**src/rtl/reg_file_scoreboard_pkg.sv**
```systemverilog
`default_nettype none
// ============================================================================
// Module   : reg_file_scoreboard_pkg
// Purpose  : Shared sizes and types for the register file / scoreboard
//            block and its pending-write counter sub-module.
// Revision : 1.0 - initial release
// ============================================================================
package reg_file_scoreboard_pkg;

  localparam int DATA_W   = 16;  // register width
  localparam int NUM_REGS = 16;  // fixed register count
  localparam int REG_ID_W = 4;   // log2(NUM_REGS)
  localparam int CNT_W    = 2;   // pending-write counter width
  localparam int PEND_MAX = 3;   // largest pending count a register can hold

  typedef logic [REG_ID_W-1:0] reg_id_t;
  typedef logic [DATA_W-1:0]   data_t;
  typedef logic [CNT_W-1:0]    cnt_t;

  localparam reg_id_t REG_ZERO = 4'd0;

endpackage : reg_file_scoreboard_pkg
`default_nettype wire

```
**src/rtl/reg_file_scoreboard_pend_counter.sv**
```systemverilog
`default_nettype none
// ============================================================================
// Module   : reg_file_scoreboard_pend_counter
// Purpose  : Pending-write counter for one register. Counts issued writes
//            not yet returned by writeback. A simultaneous inc and dec
//            cancel. A dec with nothing pending holds at zero and raises a
//            one-cycle underflow indication.
// Ports    : clk          - rising-edge clock
//            rst          - asynchronous active-high reset
//            i_inc        - accepted issue targeting this register
//            i_dec        - writeback to this register
//            o_cnt        - current pending count
//            o_underflow  - dec-only with count already zero (combinational)
// Revision : 1.0 - initial release
// ============================================================================
module reg_file_scoreboard_pend_counter
  import reg_file_scoreboard_pkg::*;
(
  input  logic             clk,
  input  logic             rst,
  input  logic             i_inc,
  input  logic             i_dec,
  output logic [CNT_W-1:0] o_cnt,
  output logic             o_underflow
);

  cnt_t r_cnt;

  // Increment never overflows: the owning block refuses issues at PEND_MAX.
  always_ff @(posedge clk or posedge rst) begin
    if (rst) begin
      r_cnt <= '0;
    end else begin
      case ({i_inc, i_dec})
        2'b10:   r_cnt <= r_cnt + cnt_t'(1);
        2'b01:   if (r_cnt != '0) r_cnt <= r_cnt - cnt_t'(1);
        default: r_cnt <= r_cnt;
      endcase
    end
  end

  assign o_cnt       = r_cnt;
  assign o_underflow = i_dec & ~i_inc & (r_cnt == '0);

endmodule : reg_file_scoreboard_pend_counter
`default_nettype wire

```
**src/rtl/reg_file_scoreboard.sv**
```systemverilog
`default_nettype none
// ============================================================================
// Module   : reg_file_scoreboard
// Purpose  : 16 x 16-bit register file with two combinational read ports,
//            one synchronous write port and a per-register pending-write
//            scoreboard that raises Hazard so decode can stall.
//            R0 is hard-wired to zero and never tracked.
// Config   : REGFILE_BYPASS_EN - when defined, writeback data is forwarded
//            to both read ports in the same cycle and a register whose last
//            pending write is returning this cycle is treated as ready.
// Ports    : clk, rst               - clock, asynchronous active-high reset
//            SrcReg1/2, Src1/2Used  - decode source IDs and their use flags
//            SrcData1/2             - combinational read data
//            IssueValid/Wr/Dst      - decode issue attempt and destination
//            Hazard                 - issue blocked this cycle
//            WriteReg/DstReg/Data   - writeback port
//            SbError                - sticky writeback-without-pending flag
// Revision : 1.0 - initial release
// ============================================================================
module reg_file_scoreboard
  import reg_file_scoreboard_pkg::*;
(
  input  logic                clk,
  input  logic                rst,
  input  logic [REG_ID_W-1:0] SrcReg1,
  input  logic [REG_ID_W-1:0] SrcReg2,
  input  logic                Src1Used,
  input  logic                Src2Used,
  output logic [DATA_W-1:0]   SrcData1,
  output logic [DATA_W-1:0]   SrcData2,
  input  logic                IssueValid,
  input  logic                IssueWr,
  input  logic [REG_ID_W-1:0] IssueDst,
  output logic                Hazard,
  input  logic                WriteReg,
  input  logic [REG_ID_W-1:0] DstReg,
  input  logic [DATA_W-1:0]   DstData,
  output logic                SbError
);

  localparam logic [NUM_REGS-1:0] c_ONE = {{(NUM_REGS-1){1'b0}}, 1'b1};

  data_t                     r_regs [NUM_REGS];
  logic                      r_sb_error;
  logic [NUM_REGS-1:0]       w_we;       // one-hot writeback enable, bit 0 masked
  logic [NUM_REGS-1:0]       w_inc;      // one-hot accepted issue, bit 0 masked
  logic [NUM_REGS-1:0]       w_busy;
  logic [NUM_REGS-1:0]       w_uflow;
  logic [NUM_REGS-1:0][CNT_W-1:0] w_cnt;
  logic                      w_accept;
  logic                      w_dst_full;

  // --------------------------------------------------------------------------
  // One-hot decodes. Masking bit 0 makes R0 writes and R0 issues vanish
  // from both the data array and the scoreboard.
  // --------------------------------------------------------------------------
  always_comb begin
    w_we     = WriteReg ? (c_ONE << DstReg) : '0;
    w_we[0]  = 1'b0;
    w_inc    = (w_accept & IssueWr) ? (c_ONE << IssueDst) : '0;
    w_inc[0] = 1'b0;
  end

  // --------------------------------------------------------------------------
  // Register array. Entry 0 is only ever reset, so it reads as zero.
  // --------------------------------------------------------------------------
  always_ff @(posedge clk or posedge rst) begin
    if (rst) begin
      for (int i = 0; i < NUM_REGS; i++) r_regs[i] <= '0;
    end else begin
      for (int i = 1; i < NUM_REGS; i++) begin
        if (w_we[i]) r_regs[i] <= DstData;
      end
    end
  end

  // --------------------------------------------------------------------------
  // Read ports. Forwarding is suppressed under reset so the outputs are
  // zero for as long as rst is held.
  // --------------------------------------------------------------------------
`ifdef REGFILE_BYPASS_EN
  assign SrcData1 = (!rst && w_we[SrcReg1]) ? DstData : r_regs[SrcReg1];
  assign SrcData2 = (!rst && w_we[SrcReg2]) ? DstData : r_regs[SrcReg2];
`else
  assign SrcData1 = r_regs[SrcReg1];
  assign SrcData2 = r_regs[SrcReg2];
`endif

  // --------------------------------------------------------------------------
  // Pending-write counters for R1..R15.
  // --------------------------------------------------------------------------
  assign w_cnt[0]   = '0;
  assign w_uflow[0] = 1'b0;

  generate
    for (genvar r = 1; r < NUM_REGS; r++) begin : g_pend
      reg_file_scoreboard_pend_counter u_cnt (
        .clk         (clk),
        .rst         (rst),
        .i_inc       (w_inc[r]),
        .i_dec       (w_we[r]),
        .o_cnt       (w_cnt[r]),
        .o_underflow (w_uflow[r])
      );
    end : g_pend
  endgenerate

  // --------------------------------------------------------------------------
  // Busy / hazard. With forwarding, the final outstanding write arriving
  // this cycle releases the register immediately.
  // --------------------------------------------------------------------------
  always_comb begin
    w_busy = '0;
    for (int i = 0; i < NUM_REGS; i++) begin
`ifdef REGFILE_BYPASS_EN
      w_busy[i] = (w_cnt[i] != '0) && !((w_cnt[i] == cnt_t'(1)) && w_we[i]);
`else
      w_busy[i] = (w_cnt[i] != '0);
`endif
    end
  end

  assign w_dst_full = IssueValid & IssueWr & (IssueDst != REG_ZERO) &
                      (w_cnt[IssueDst] == cnt_t'(PEND_MAX));

  assign Hazard   = (Src1Used & w_busy[SrcReg1]) |
                    (Src2Used & w_busy[SrcReg2]) |
                    w_dst_full;
  assign w_accept = IssueValid & ~Hazard;

  // --------------------------------------------------------------------------
  // Sticky scoreboard error, cleared only by reset.
  // --------------------------------------------------------------------------
  always_ff @(posedge clk or posedge rst) begin
    if (rst) begin
      r_sb_error <= 1'b0;
    end else if (|w_uflow) begin
      r_sb_error <= 1'b1;
    end
  end

  assign SbError = r_sb_error;

endmodule : reg_file_scoreboard
`default_nettype wire

```
**config.mk**
```make
export PLATFORM = sky130hd
export DESIGN_NAME = reg_file_scoreboard
export DESIGN_NICKNAME = d
export VERILOG_FILES = /design/src/rtl/reg_file_scoreboard_pkg.sv /design/src/rtl/reg_file_scoreboard_pend_counter.sv /design/src/rtl/reg_file_scoreboard.sv
export SDC_FILE = /design/constraint.sdc
export NUM_CORES = 1
export LEC_CHECK = 0
export CORE_MARGIN = 3
export CORE_UTILIZATION = 50
export DETAILED_ROUTE_END_ITERATION = 8
export PLACE_DENSITY = 0.68
export SLEW_MARGIN = 20
export SYNTH_ARGS = -nofsm -noshare
export SYNTH_HDL_FRONTEND = slang
export SYNTH_SLANG_ARGS = --single-unit
export TNS_END_PERCENT = 100
```
**constraint.sdc**
```tcl
create_clock -name clk -period 12.25 [get_ports clk]
set_input_delay 2.45 -clock clk [delete_from_list [all_inputs] [get_ports clk]]
set_output_delay 2.45 -clock clk [all_outputs]
set_load 0.1 [all_outputs]
```
==> flow_summary.yaml, run 1 <==
global_routing:
  grt_pass1_wl_mm: 63.4
  grt_max_degree: 141
  overflow: 0
  grt_pass1_vias: 10558
  grt-busiest-layer: "met2"
  globalRouteMet2Util_pct: 40.4
  antenna_found_initial: 0
  grt_usage_pct: 24.7
  use_met3_pct: 3.40
  grtUsageMet1_pct: 35.6
sta:
  max-slew-margin-rel_pct: 29.5
  clock_skew_ns: 0.0110
  tightest_slew_ns: 1.05
  rsz0062_at_grt: "false"
  fmax_mhz: 115
  hold_violations: 0
  period_needed_ns: 8.71
  fin_tns_setup_ns: 0
  post-route-period-util_pct: 71.1
  slew_viol_final: 0
  finalSetupViolCount: 0
setup_path:
  r2r_start: "g_pend[12].u_cnt.o_cnt[1]"
  crit_chain: "buf_2, buf_4, inv_1, o211ai_1, o211ai_2, nand4_4, clkdlybuf4s50_1"
  start_kind: "primary input"
  required_ns: 9.80
  cpLargestDelayFamily: "buffers and inverters"
  critical_path_arrival_ns: 6.26
  crit_slowest_cell: "clkdlybuf4s50_1"
  worstRegToRegCells: 8
  reg2reg_setup_slack_ns: 9.30
  slowest_delay_ns: 1.22
  path_buf_inv: 4
  critPathMaxFanout: 36
  end_kind: "output port"
  criticalPathCategory: "in -> out"
  r2r-end: "SbError"
floorplan:
  initial_core_util_pct: 51.6
  core_mm2: 0.0292
  ioPinCount: 73
  die_y_um: 180
  die_w_um: 180
  dieArea_mm2: 0.0323
  rows: 62
synthesis:
  ys_seq_area_share_pct: 44.9
  ys_async_sr_fraction_pct: 100
  syn_area_mm2: 0.0151
  avgSynthCellArea_um2: 13.3
  synth_top_area_cell: "dfrtp_1"
  ys.flop_type: "dfrtp_1"
  synth_edf_count: 0
  yosysUniqueCellTypes: 65
  synthCells: 1138
  syn-num-nets: 1177
  synth.area.top_cells: "dfrtp_1 (45%), mux4_2 (20%), mux2_2 (17%)"
  synth_warnings: 16
  synth_top_cell_area_share_pct: 44.9
  synth_seq_cells: 271
drt:
  drt-vias-per-instance: 6.58
  vias: 10378
  drcViolationCount: 0
  wl_per_cell_um: 25.4
  wirelength_mm: 40.1
  drtPass1Iterations: 6
  drtIter0Drc: 859
  route.antenna.remaining_nets: 0
placed_design:
  io_buffers: 72
  gp_congestion: 0.879
  dpl.hpwl_mm: 24.3
clock_network:
  cts_tree: "done"
  clkTransAtPathRegs_ns: 0.06
  h-tree-depth: 1
  cts_buffers: 30
  clk_latency_ns: 0.56
  cts.hold.buffers_added: 0
  cts_setup_buffers: 0
  cts_sinks: 271
  cts_root_buf: "clkbuf_16"
  cts_resized: 0
  clockBufferDepth: 3
min_path:
  hp-start: "r_regs[177]"
  hold_class: "reg -> reg"
  hold_depth: 2
  hold_end: "r_regs[177]"
layout:
  drive_above_1_share_pct: 39.0
  areaGrowthSynthToFinish_pct: 14.0
  antenna_cells: 0
  nets: 1209
  fin_util_pct: 58.8
power_and_ir_drop:
  worst_ir_drop_vdd_mv: 0.148
  p_per_area_mw_per_mm2: 185
  power.leakage_nw: 7.07
run:
  maxCapViolations: 0
outcome:
  status: "complete, no violations"
-- cells by family after synthesis --
group	Yosys count	share of synthesized area [%]
multiplexers	374	37.6
buffers and inverters	108	3.02
AND/OR/NAND/NOR	241	7.64
flip-flops	271	44.9
AO/OA/AOI/OAI	144	6.80
-- worst max path at each step --
stage | from | endpoint | depth (start not counted)
after floorplan | rst | SbError | 1
after global placement | SrcReg2[1] | Hazard | 7
after detailed placement | SrcReg2[1] | Hazard | 7
after CTS | SrcReg2[1] | Hazard | 7
after global routing | SrcReg2[1] | Hazard | 7
final | SrcReg2[1] | Hazard | 7
-- layout by cell type (no fill, tap or decap), types with 8 or more instances in the layout --
cell type	n
nor2_2	8
nand3_1	10
nand2_1	128
buf_4	23
mux2i_1	17
clkbuf_16	30
a211oi_1	8
a22o_1	18
a21oi_1	15
inv_1	12
o21a_1	10
nand2b_1	9
nor4_1	8
o21ai_0	38
mux4_2	132
mux2_2	225
nor2_1	26
clkdlybuf4s50_1	66
dfrtp_1	271
-- registers in the layout (all words and copies together), names as in the netlist --
name,count
SbError,1
g_pend.u_cnt.o_cnt,30
r_regs,240
-- Yosys cell counts (3+ instances only) --
cell type and instances:
nor2b_1 6, o211ai_1 4, buf_2 16, o21ai_0 38
nand3_1 10, nand3b_1 6, nand4_1 6, o311ai_0 4
buf_6 4, mux2i_1 17, nor2_1 36, mux2_2 225
mux4_2 132, o31ai_1 4, a31oi_1 6, or2_2 4
dfrtp_1 271, nand2b_1 10, nand2_1 128, a22o_1 18
o311a_1 6, o31a_1 5, nor4_1 8, o21a_1 10
clkbuf_1 61, or4_1 3, inv_1 13, buf_1 12
nor3_1 6, o21ai_1 5, a211oi_1 8, a21oi_1 15
-- where the power goes --
group	switching (mW)	leakage (nW)	internal, mW
sequential	0.175	3.31	1.10
clock	0.374	0.540	0.613
combinational	0.489	3.22	0.430
-- area by class of cell --
type | count | area [um^2]
multi-input cells | 759 | 7900
repair buffers | 93 | 876
clock buffers | 39 | 845
well taps | 384 | 480
inverters | 15 | 63.8
fillers | 2280 | 12000
clock inverters | 17 | 259
flip-flops and latches | 271 | 6780
-- through the flow --
step,area (um^2),hold WS (ns),worst slack [ns],std cells,total power [mW]
6_report,17200,0.504,3.54,1578,3.18
5_1_grt,17200,0.522,3.35,1578,3.32
4_1_cts,17200,0.502,3.52,1577,3.20
2_1_floorplan,15100,0.459,2.33,1138,1.98
3_5_place_dp,16100,0.487,3.53,1521,2.21
3_3_place_gp,16100,0.477,3.57,1521,2.18
-- metal layers --
metal | wire length [um] | vias to the layer above
met5 | 0 | -
met4 | 1000 | 0
met3 | 2140 | 72
met2 | 19700 | 343
met1 | 17200 | 5534
li1 | - | 4429
-- worst min-delay path: cells and delay by family (launching register included) --
| family | cells | cell delay [ns] |
|---|---|---|
| DFF | 1 | 0.36 |
| and+or+nand+nor | 2 | 0.11 |
(Power assumes the default switching activity.)
==> run 2, diff against run 1 <==
clock period = 9 ns   (was 12.25 ns; I/O delays follow)
==> run 2 against run 1 <==
Effect of this change: clock power increased by 19%; cell area decreased by 0.92%; via count decreased by 0.17%; hold slack got worse by 0.0033 ns; sequential share of layout area increased by 0.36 points; flip-flop and latch count unchanged; first-iteration DRC count increased by 3.4%; largest cell class unchanged.
==> flow_summary.yaml, run 2 (synthesis gave the netlist of run 1 again) <==
global_routing:
  grt_usage_pct: 25.1
  grt_pass1_vias: 10618
  overflow: 0
  grt_pass1_wl_mm: 63.7
  grt_max_degree: 141
  antenna_found_initial: 1
sta:
  post-route-period-util_pct: 80.1
  fmax_mhz: 139
  hold_violations: 0
  worst_slack_ns: 1.79
  fin_tns_setup_ns: 0
  finalSetupViolCount: 0
  rsz0062_at_grt: "false"
  slew_viol_final: 0
  clock_skew_ns: 0.00600
  tightest_slew_ns: 1.08
  period_needed_ns: 7.21
  max-slew-margin-rel_pct: 27.6
setup_path:
  r2r-end: "SbError"
  worstRegToRegCells: 8
  reg2reg_setup_slack_ns: 5.99
  required_ns: 7.20
  critical_path_arrival_ns: 5.41
  criticalPathCategory: "in -> out"
  endpoint: "Hazard"
  r2r_start: "g_pend[10].u_cnt.o_cnt[1]"
  end_kind: "output port"
  crit_start: "SrcReg2[0]"
  start_kind: "primary input"
  critPathMaxFanout: 41
clock_network:
  cts_root_buf: "clkbuf_16"
  cts_resized: 0
  cts_tree: "done"
  cts.hold.buffers_added: 0
  cts_setup_buffers: 0
  cts_sinks: 271
  clkTransAtPathRegs_ns: 0.06
  h-tree-depth: 1
  cts_buffers: 30
  clk_latency_ns: 0.56
  clockBufferDepth: 3
layout:
  drive_above_1_share_pct: 38.4
  fillers: 2364
  areaGrowthSynthToFinish_pct: 13.0
  layout_commonest_cell: "dfrtp_1"
  final_area_mm2: 0.0170
  regArea_mm2: 0.00678
  nets: 1210
  regMostFlops: "r_regs"
  largest_reg_flops: 240
  antenna_cells: 0
  final_cell_mix: "dfrtp_1 (271), mux2_2 (225), mux4_2 (132)"
  multi_input_area_mm2: 0.00790
drt:
  wirelength_mm: 40.9
  route.antenna.remaining_nets: 0
  top_layer: "met5"
  drtPass1Iterations: 5
  met3_length_mm: 2.61
  drtIter0Drc: 888
  vias: 10360
  wl_met2_mm: 20.0
  drt-vias-per-instance: 6.57
  wl_met1_mm: 17.0
  drcViolationCount: 0
  wl_per_cell_um: 26.0
run:
  maxCapViolations: 0
placed_design:
  dpl_cell_area_mm2: 0.0161
  dpl.hpwl_mm: 24.8
  place_ws_ns: 1.82
  io_buffers: 72
  gp_congestion: 0.916
power_and_ir_drop:
  worst_ir_drop_vdd_mv: 0.155
  power.leakage_nw: 6.99
  p_per_area_mw_per_mm2: 244
floorplan:
  core_mm2: 0.0292
  ioPinCount: 73
  dieArea_mm2: 0.0323
  initial_core_util_pct: 51.6
  die_y_um: 180
  die_w_um: 180
  rows: 62
min_path:
  hold_class: "reg -> reg"
outcome:
  status: "complete, no violations"
run 2: power breakdown:
group | switching (mW) | internal (mW)
logic | 0.671 | 0.586
registers | 0.232 | 1.50
clock network | 0.498 | 0.673
run 2: worst min path at each step:
stage | startpoint | to | slack (ns) | cells past startpoint
2_1_floorplan | r_regs[185] | r_regs[185] | 0.46 | 2
3_3_place_gp | r_regs[193] | r_regs[193] | 0.48 | 2
3_5_place_dp | r_regs[196] | r_regs[196] | 0.49 | 2
4_1_cts | r_regs[195] | r_regs[195] | 0.50 | 2
5_1_grt | r_regs[202] | r_regs[202] | 0.53 | 2
6_report | r_regs[179] | r_regs[179] | 0.50 | 2
run 2: routing by layer:
metal | track usage [%] | vias up
met4 | 8.11 | 2
met2 | 41.2 | 415
met3 | 4.00 | 85
met1 | 34.8 | 5447
met5 | 0 | -
li1 | - | 4411
run 2: cell type report:
class	instances	area share, %
clock buffers	42	4.90
clock inverters	11	0.580
well taps	384	2.82
flip-flops and latches	271	39.8
repair buffers	94	5.21
multi-input cells	759	46.4
inverters	15	0.352
run 2: critical path: stages:
cell	delay (ns)
buf_4	0.59
nor2b_2	0.94
a31oi_1	0.18
o211ai_1	0.15
o211ai_2	0.17
nand4_4	0.33
clkdlybuf4s50_1	1.22
run 2: per-stage QoR:
stage          util (%)  hold slack [ns]  power, mW  std cells
2_1_floorplan         -            0.459       2.70       1138
3_3_place_gp       55.0            0.477       2.96       1522
3_5_place_dp       55.0            0.486       3.00       1522
4_1_cts            58.2            0.500       4.19       1575
5_1_grt            58.3            0.534       4.35       1576
6_report           58.3            0.501       4.16       1576
